## src/rtl/fp_pkg.sv

```systemverilog
// fp_pkg: shared definitions for the sequential floating-point multiplier.
//   FP_NEXP / FP_NSIG : default exponent and stored-fraction widths
//   FP_BIAS / FP_M    : exponent bias and full significand width (hidden bit included)
//   FP_QNAN           : canonical quiet NaN for the default single-precision format
//   fp_state_t        : controller states
//   fp_class_t        : operand classification produced by fp_unpack
package fp_pkg;

  localparam int FP_NEXP = 8;
  localparam int FP_NSIG = 23;
  localparam int FP_BIAS = (1 << (FP_NEXP - 1)) - 1;
  localparam int FP_M    = FP_NSIG + 1;

  localparam logic [31:0] FP_QNAN = 32'h7FC0_0000;

  typedef enum logic [2:0] {
    S_IDLE,
    S_UNPACK,
    S_NORM_IN,
    S_MUL,
    S_NORM
  } fp_state_t;

  typedef enum logic [2:0] {
    CL_ZERO,
    CL_SUB,
    CL_NORM,
    CL_INF,
    CL_NAN
  } fp_class_t;

endpackage

```

## src/rtl/fp_mul_seq_unpack.sv

```systemverilog
// fp_unpack: combinational operand decoder.
//   x       : packed operand {sign, exponent, fraction}
//   sgn     : operand sign
//   cls     : zero / subnormal / normal / infinity / NaN
//   exp_unb : unbiased exponent (1-BIAS for subnormals, 0 for zero/Inf/NaN)
//   sig     : M-bit significand, MSB is the hidden bit
module fp_unpack
  import fp_pkg::*;
#(
  parameter int NEXP = FP_NEXP,
  parameter int NSIG = FP_NSIG
) (
  input  logic [NEXP+NSIG:0]      x,
  output logic                    sgn,
  output fp_class_t               cls,
  output logic signed [NEXP+2:0]  exp_unb,
  output logic [NSIG:0]           sig
);

  localparam logic [NEXP+2:0] BIAS_V = (NEXP+3)'((1 << (NEXP - 1)) - 1);
  localparam logic [NEXP+2:0] SUB_E  = (NEXP+3)'(1) - BIAS_V;

  logic [NEXP-1:0] e;
  logic [NSIG-1:0] f;

  assign sgn = x[NEXP+NSIG];
  assign e   = x[NEXP+NSIG-1:NSIG];
  assign f   = x[NSIG-1:0];

  always_comb begin
    cls     = CL_NORM;
    exp_unb = '0;
    sig     = {1'b0, f};
    if (e == '0) begin
      if (f == '0) begin
        cls = CL_ZERO;
      end else begin
        cls     = CL_SUB;
        exp_unb = SUB_E;
      end
    end else if (e == '1) begin
      cls = (f == '0) ? CL_INF : CL_NAN;
    end else begin
      exp_unb = {3'b000, e} - BIAS_V;
      sig     = {1'b1, f};
    end
  end

endmodule

```

## src/rtl/fp_mul_seq.sv

```systemverilog
// fp_mul_seq: sequential IEEE-754 multiplier front end.
// Multiplies significands with a shift-add datapath (one multiplier bit per
// cycle) and presents a normalized, unrounded result for a downstream packer.
// NaN / Inf / zero results bypass the packer via spec + special_y.
// Optional build macro FP_MUL_SUBNORM_EN: when defined, subnormal operands are
// pre-normalized (NORM_IN state) and multiplied exactly; otherwise they are
// flushed to zero.
// Ports:
//   clk, reset   : rising-edge clock, asynchronous active-high reset
//   start        : request, sampled only while idle
//   a, b         : packed operands, captured on accepted start
//   busy         : operation in flight
//   done         : one-cycle completion pulse; outputs held until next start
//   yS           : result sign
//   E_unb        : unbiased exponent after normalization (signed, NEXP+3 bits)
//   mant_trunc   : truncated significand, MSB = hidden 1
//   G, Rb, S     : guard, round, sticky
//   spec         : use special_y instead of the packer fields
//   special_y    : packed special result
//   inv          : invalid operation
module fp_mul_seq
  import fp_pkg::*;
#(
  parameter int NEXP = FP_NEXP,
  parameter int NSIG = FP_NSIG
) (
  input  logic                    clk,
  input  logic                    reset,
  input  logic                    start,
  input  logic [NEXP+NSIG:0]      a,
  input  logic [NEXP+NSIG:0]      b,
  output logic                    busy,
  output logic                    done,
  output logic                    yS,
  output logic signed [NEXP+2:0]  E_unb,
  output logic [NSIG:0]           mant_trunc,
  output logic                    G,
  output logic                    Rb,
  output logic                    S,
  output logic                    spec,
  output logic [NEXP+NSIG:0]      special_y,
  output logic                    inv
);

  localparam int M  = NSIG + 1;
  localparam int W  = NEXP + NSIG + 1;
  localparam int CW = $clog2(M + 1);
  localparam logic signed [NEXP+2:0] ONE_E = 1;
  localparam logic [W-1:0] QNAN_V = {1'b0, {NEXP{1'b1}}, 1'b1, {(NSIG-1){1'b0}}};

  fp_state_t state, state_next;

  logic [W-1:0] a_r, b_r;

  logic                   sgn_a, sgn_b;
  fp_class_t              ca, cb;
  logic signed [NEXP+2:0] ea_u, eb_u;
  logic [M-1:0]           sa_u, sb_u;

  logic signed [NEXP+2:0] ea, eb;
  logic [M-1:0]           sa, sb;
  logic [2*M-1:0]         p;
  logic [CW-1:0]          cnt;

  fp_unpack #(.NEXP(NEXP), .NSIG(NSIG)) u_unpack_a (
    .x(a_r), .sgn(sgn_a), .cls(ca), .exp_unb(ea_u), .sig(sa_u)
  );

  fp_unpack #(.NEXP(NEXP), .NSIG(NSIG)) u_unpack_b (
    .x(b_r), .sgn(sgn_b), .cls(cb), .exp_unb(eb_u), .sig(sb_u)
  );

  // Classification and special-result selection
  logic ys_c, a_nan, b_nan, a_inf, b_inf, a_zero, b_zero, inv_c, special_c;
  logic [W-1:0] spec_val;

  assign ys_c  = sgn_a ^ sgn_b;
  assign a_nan = (ca == CL_NAN);
  assign b_nan = (cb == CL_NAN);
  assign a_inf = (ca == CL_INF);
  assign b_inf = (cb == CL_INF);
`ifdef FP_MUL_SUBNORM_EN
  assign a_zero = (ca == CL_ZERO);
  assign b_zero = (cb == CL_ZERO);
`else
  // Subnormals are flushed: they behave exactly like signed zeros.
  assign a_zero = (ca == CL_ZERO) || (ca == CL_SUB);
  assign b_zero = (cb == CL_ZERO) || (cb == CL_SUB);
`endif
  assign inv_c     = a_nan | b_nan | (a_inf & b_zero) | (b_inf & a_zero);
  assign special_c = inv_c | a_inf | b_inf | a_zero | b_zero;

  always_comb begin
    spec_val = {ys_c, {(W-1){1'b0}}};
    if (inv_c)
      spec_val = QNAN_V;
    else if (a_inf || b_inf)
      spec_val = {ys_c, {NEXP{1'b1}}, {NSIG{1'b0}}};
  end

`ifdef FP_MUL_SUBNORM_EN
  // Input normalization step: both operands shift in parallel, each only
  // while its own MSB is still clear.
  logic                   need_norm, norm_ok;
  logic [M-1:0]           sa_sh, sb_sh;
  logic signed [NEXP+2:0] ea_sh, eb_sh;

  assign need_norm = ~sa_u[M-1] | ~sb_u[M-1];
  assign sa_sh     = sa[M-1] ? sa : {sa[M-2:0], 1'b0};
  assign sb_sh     = sb[M-1] ? sb : {sb[M-2:0], 1'b0};
  assign ea_sh     = sa[M-1] ? ea : ea - ONE_E;
  assign eb_sh     = sb[M-1] ? eb : eb - ONE_E;
  assign norm_ok   = sa_sh[M-1] & sb_sh[M-1];
`endif

  // Shift-add step: the low half of p initially holds the multiplier, so p[0]
  // is the current multiplier bit; the whole accumulator shifts right each cycle.
  logic [M:0]     acc_sum;
  logic [2*M-1:0] p_step;

  assign acc_sum = {1'b0, p[2*M-1:M]} + (p[0] ? {1'b0, sa} : {(M+1){1'b0}});
  assign p_step  = {acc_sum, p[M-1:1]};

  // Result normalization
  logic signed [NEXP+2:0] e_sum, e_n;
  logic [M-1:0]           mant_n;
  logic                   g_n, r_n, s_n;

  assign e_sum = ea + eb;

  always_comb begin
    if (p[2*M-1]) begin
      mant_n = p[2*M-1:M];
      g_n    = p[M-1];
      r_n    = p[M-2];
      s_n    = |p[M-3:0];
      e_n    = e_sum + ONE_E;
    end else begin
      mant_n = p[2*M-2:M-1];
      g_n    = p[M-2];
      r_n    = p[M-3];
      s_n    = |p[M-4:0];
      e_n    = e_sum;
    end
  end

  // Controller
  always_ff @(posedge clk or posedge reset) begin
    if (reset) state <= S_IDLE;
    else       state <= state_next;
  end

  always_comb begin
    state_next = state;
    case (state)
      S_IDLE:   if (start) state_next = S_UNPACK;
      S_UNPACK: begin
        if (special_c)
          state_next = S_IDLE;
`ifdef FP_MUL_SUBNORM_EN
        else if (need_norm)
          state_next = S_NORM_IN;
`endif
        else
          state_next = S_MUL;
      end
`ifdef FP_MUL_SUBNORM_EN
      S_NORM_IN: if (norm_ok) state_next = S_MUL;
`endif
      S_MUL:    if (cnt == '0) state_next = S_NORM;
      S_NORM:   state_next = S_IDLE;
      default:  state_next = S_IDLE;
    endcase
  end

  // Datapath and registered outputs
  always_ff @(posedge clk or posedge reset) begin
    if (reset) begin
      a_r        <= '0;
      b_r        <= '0;
      ea         <= '0;
      eb         <= '0;
      sa         <= '0;
      sb         <= '0;
      p          <= '0;
      cnt        <= '0;
      busy       <= 1'b0;
      done       <= 1'b0;
      yS         <= 1'b0;
      E_unb      <= '0;
      mant_trunc <= '0;
      G          <= 1'b0;
      Rb         <= 1'b0;
      S          <= 1'b0;
      spec       <= 1'b0;
      special_y  <= '0;
      inv        <= 1'b0;
    end else begin
      done <= 1'b0;
      case (state)
        S_IDLE: begin
          if (start) begin
            a_r  <= a;
            b_r  <= b;
            busy <= 1'b1;
          end
        end
        S_UNPACK: begin
          if (special_c) begin
            yS         <= ys_c;
            spec       <= 1'b1;
            special_y  <= spec_val;
            inv        <= inv_c;
            E_unb      <= '0;
            mant_trunc <= '0;
            G          <= 1'b0;
            Rb         <= 1'b0;
            S          <= 1'b0;
            done       <= 1'b1;
            busy       <= 1'b0;
          end else begin
            ea  <= ea_u;
            eb  <= eb_u;
            sa  <= sa_u;
            sb  <= sb_u;
            p   <= {{M{1'b0}}, sb_u};
            cnt <= CW'(M - 1);
          end
        end
`ifdef FP_MUL_SUBNORM_EN
        S_NORM_IN: begin
          ea  <= ea_sh;
          eb  <= eb_sh;
          sa  <= sa_sh;
          sb  <= sb_sh;
          p   <= {{M{1'b0}}, sb_sh};
          cnt <= CW'(M - 1);
        end
`endif
        S_MUL: begin
          p   <= p_step;
          cnt <= cnt - CW'(1);
        end
        S_NORM: begin
          yS         <= ys_c;
          spec       <= 1'b0;
          special_y  <= '0;
          inv        <= 1'b0;
          E_unb      <= e_n;
          mant_trunc <= mant_n;
          G          <= g_n;
          Rb         <= r_n;
          S          <= s_n;
          done       <= 1'b1;
          busy       <= 1'b0;
        end
        default: ;
      endcase
    end
  end

endmodule

```

## config.mk

```make
export PLATFORM = sky130hd
export DESIGN_NAME = fp_mul_seq
export DESIGN_NICKNAME = d
export VERILOG_FILES = /design/src/rtl/fp_pkg.sv /design/src/rtl/fp_mul_seq_unpack.sv /design/src/rtl/fp_mul_seq.sv
export SDC_FILE = /design/constraint.sdc
export NUM_CORES = 1
export LEC_CHECK = 0
export ABC_AREA = 1
export CORE_ASPECT_RATIO = 0.9
export CORE_UTILIZATION = 55
export CTS_CLUSTER_DIAMETER = 150
export DETAILED_ROUTE_END_ITERATION = 6
export PLACE_DENSITY = 0.79
export SLEW_MARGIN = 20
export SYNTH_ARGS = -nofsm -noshare
export SYNTH_HDL_FRONTEND = slang
export SYNTH_SLANG_ARGS = --single-unit
```

## constraint.sdc

```tcl
create_clock -name clk -period 7.4 [get_ports clk]
set_input_delay 0.74 -clock clk [delete_from_list [all_inputs] [get_ports clk]]
set_output_delay 0.74 -clock clk [all_outputs]
set_load 0.02 [all_outputs]
```

==> results.txt <==
global-route wire length before repair: 46020 um
# setup viols final: 0
die area: 0.02177 mm^2
Startpoint Class: flip-flop
Worst-path clk slew: 0.06 ns
Routed Antenna Nets: 0
CTS Hold Bufs: 0
Sw Pwr: 2.550 mW
area leader, netlist: dfrtp_1
synthesized area: 0.01165 mm^2
DP Wirelength: 19470 um
worst-skew pair later-pin latency: 0.52 ns
Port Buf Inserts: 119
All-Layer GR Usage: 0.2590
static leakage: 6.976 nW
final hold vios: 0
Initial Util: 0.5610
Simple-Gate Fraction of Synth Area: 0.2751
FP Rows: 50
DIE HEIGHT: 140.1 um
minimum clock period: 3.508 ns
vias: 9987
internal power: 3.427 mW
prevailing post-synth register cell: dfrtp_1
EDFF count, synth: 0
ys async rst share: 1.000
worst-path maximum fanout: 67
status: completed
Seq/Total Area, Yosys: 0.4446
Ys Warns: 0
I/O pin count: 142
drt first pass iters: 7
slew margin rel.: 0.3587
Cells after Synth: 1470
Die X-Extent: 155.4 um
flops & latches, synth: 207
number of global-route vias before repair: 9398
Avg Synthesized Cell Area: 7.926 um^2
Clock Power Share: 0.197
GP Congestion: 0.9062
RSZ-0062 raised after global routing: no
Via-to-Cell Ratio: 5.390
Max Freq: 0.2850 GHz
Antenna diodes: 0
max_cap viols: 0
setup bufs post-CTS: 0
clk sinks: 207
Slew @ Worst Pin: 0.9620 ns
P per Cell Area: 441.3 mW/mm^2
largest family of logic cells by synthesized area: simple AND/OR/NAND/NOR gates
CTS tree: yes
Placeable Area: 0.02077 mm^2
post-synthesis mux area share: 0.03372
HP Class: flip-flop to flip-flop
Final period util: 0.4741
Starting DRT DRC Count: 761
DRC errors left: 0
Layout area overhead: 16.26%
top cell type's share of synthesized area: 0.4446
largest net degree at the start of global routing: 132
PostCTS Resize Cnt: 0
DR WL/cell: 14.77 um
fraction of the mapped netlist area in compound gates: 0.09396
CP endpoint kind: flip-flop
clock root buffer: clkbuf_16
filler cell count: 1798
Yosys cell types: 41
switch share: 0.4266
DP Area: 0.01277 mm^2
Congestion Overflow GR: 0
xor and xnor area share after synthesis: 0.01128
share of cells above drive strength 1: 0.07849
Comb pwr share: 0.459
Reg power frac: 0.343
final wirelength: 27360 um
Crit path arrival time: 3.91 ns
Area contributors post-synth: dfrtp_1, nand2_1, nand3_1, inv_1, ha_1
initial antenna violation count: 0
WS Path Type: flip-flop to flip-flop
fin area: 0.01355 mm^2
Multi-input gate area: 0.005463 mm^2
final slew viol count: 0
worst vdd ir: 0.2245 mV
Post-Synth Adder-Cell Area: 0.04639
nets: 1660
CTS Buf Count: 23
clk buf depth: 3
Worst Skew: 0.01641 ns
H-tree level count: 1
post-route setup TNS: 0 ns
register area: 0.005180 mm^2
WP data required: 7.80 ns
[layer usage]
layer	vias up	GRT usage	share of wire
li1	4926	-	-
met1	4708	0.3834	0.47
met2	313	0.3989	0.44
met3	40	0.04115	0.068
met4	0	0.06192	0.022
met5	-	0	0
[metrics by stage]
stage	cells	worst slack (ns)	power [mW]	utilization	hold WS [ns]
floorplan	1491	1.008	4.086	-	0.4339
global placement	1812	4.111	4.670	0.6146	0.4534
detailed placement	1812	3.987	4.777	0.6146	0.4520
CTS	1853	3.922	5.983	0.6522	0.4682
global route	1853	3.596	6.473	0.6522	0.4784
finish	1853	3.892	5.977	0.6522	0.4629
[layout by cell type (no fill, tap or decap), types with 4 or more instances in the layout]
master	instances
o21ai_1	30
xor2_1	10
xnor2_1	5
ha_1	40
conb_1	22
nor2_1	107
nand3_1	149
clkdlybuf4s50_1	119
nand2_2	4
clkbuf_16	23
buf_4	7
nand3b_1	9
or2_2	29
clkinv_2	4
nand4_1	19
inv_1	132
mux2_2	34
nor3_1	16
a21oi_1	73
nand2_1	398
dfrtp_1	207
o21ai_0	59
o211ai_1	26
[flip-flops by register name (all words and copies together) (netlist names), 3 cells and up]
register,cells
cnt,5
p,48
state,3
special_y,3
sa,24
a_r,32
E_unb,11
ea,9
eb,9
mant_trunc,24
b_r,32
[worst paths after layout]
check	start	end	depth (start not counted)	slack, ns
min in group asynchronous	reset	E_unb[8]$_DFFE_PP0P_	2	0.83
worst min register to register	sa[23]$_DFFE_PP0P_	sa[23]$_DFFE_PP0P_	1	0.46
worst max register to register	b_r[23]$_DFFE_PP0P_	p[18]$_DFFE_PP0P_	11	3.89
worst min-delay path	sa[23]$_DFFE_PP0P_	sa[23]$_DFFE_PP0P_	1	0.46
worst max-delay path	b_r[23]$_DFFE_PP0P_	p[18]$_DFFE_PP0P_	11	3.89
max in group asynchronous	reset	sa[19]$_DFFE_PP0P_	3	5.08
[worst max-delay path: stages (launching register included)]
cell,delay [ns]
dfrtp_1,0.40
ha_1,0.23
nand3_2,0.13
nor3_4,0.19
nand3_2,0.14
o21ai_1,0.24
nor2_2,0.10
nand3_4,0.46
buf_4,0.67
nand2_2,0.52
nand2_1,0.19
nand2_1,0.08
[cell families (layout without fill, tap and decap cells)]
family / Yosys count / after routing
DFF: 207 / 207
adders and majority gates: 42 / 42
buffers and inverters: 228 / 304
muxes: 35 / 35
other: 1 / 22
xor gates and xnor gates: 15 / 15
AOI/OAI and AO/OA: 200 / 200
and+or+nand+nor: 742 / 742
[power by group through the flow]
stage	sequential [mW]	clock, mW	combinational, mW
floorplan	2.06	0	2.02
global placement	2.03	0	2.64
detailed placement	2.06	0	2.72
CTS	2.05	1.19	2.74
global route	2.12	1.24	3.12
finish	2.05	1.18	2.75
[layout make-up]
type | instances | share of cell area
clock buffer | 29 | 0.04637
clock inverter | 12 | 0.01118
inverter | 137 | 0.03852
multi-input combinational | 1056 | 0.4033
sequential | 207 | 0.3824
tap | 286 | 0.02642
timing repair buffer | 126 | 0.09182
[synthesized netlist by cell type (all sizes together) (3+ instances only)]
master and count:
a21oi 73, dfrtp 207, o21ai 89, nand3b 9, o211ai 26, xor2 10, inv 135, ha 40
nand3 153, mux2 34, xnor2 5, nand2 403, clkbuf 32, o21bai 3, nor2 109, or2 30
nand4 19, buf 59, nor3 17, a21o 3
Note: power is estimated with default switching activity, not from simulation.
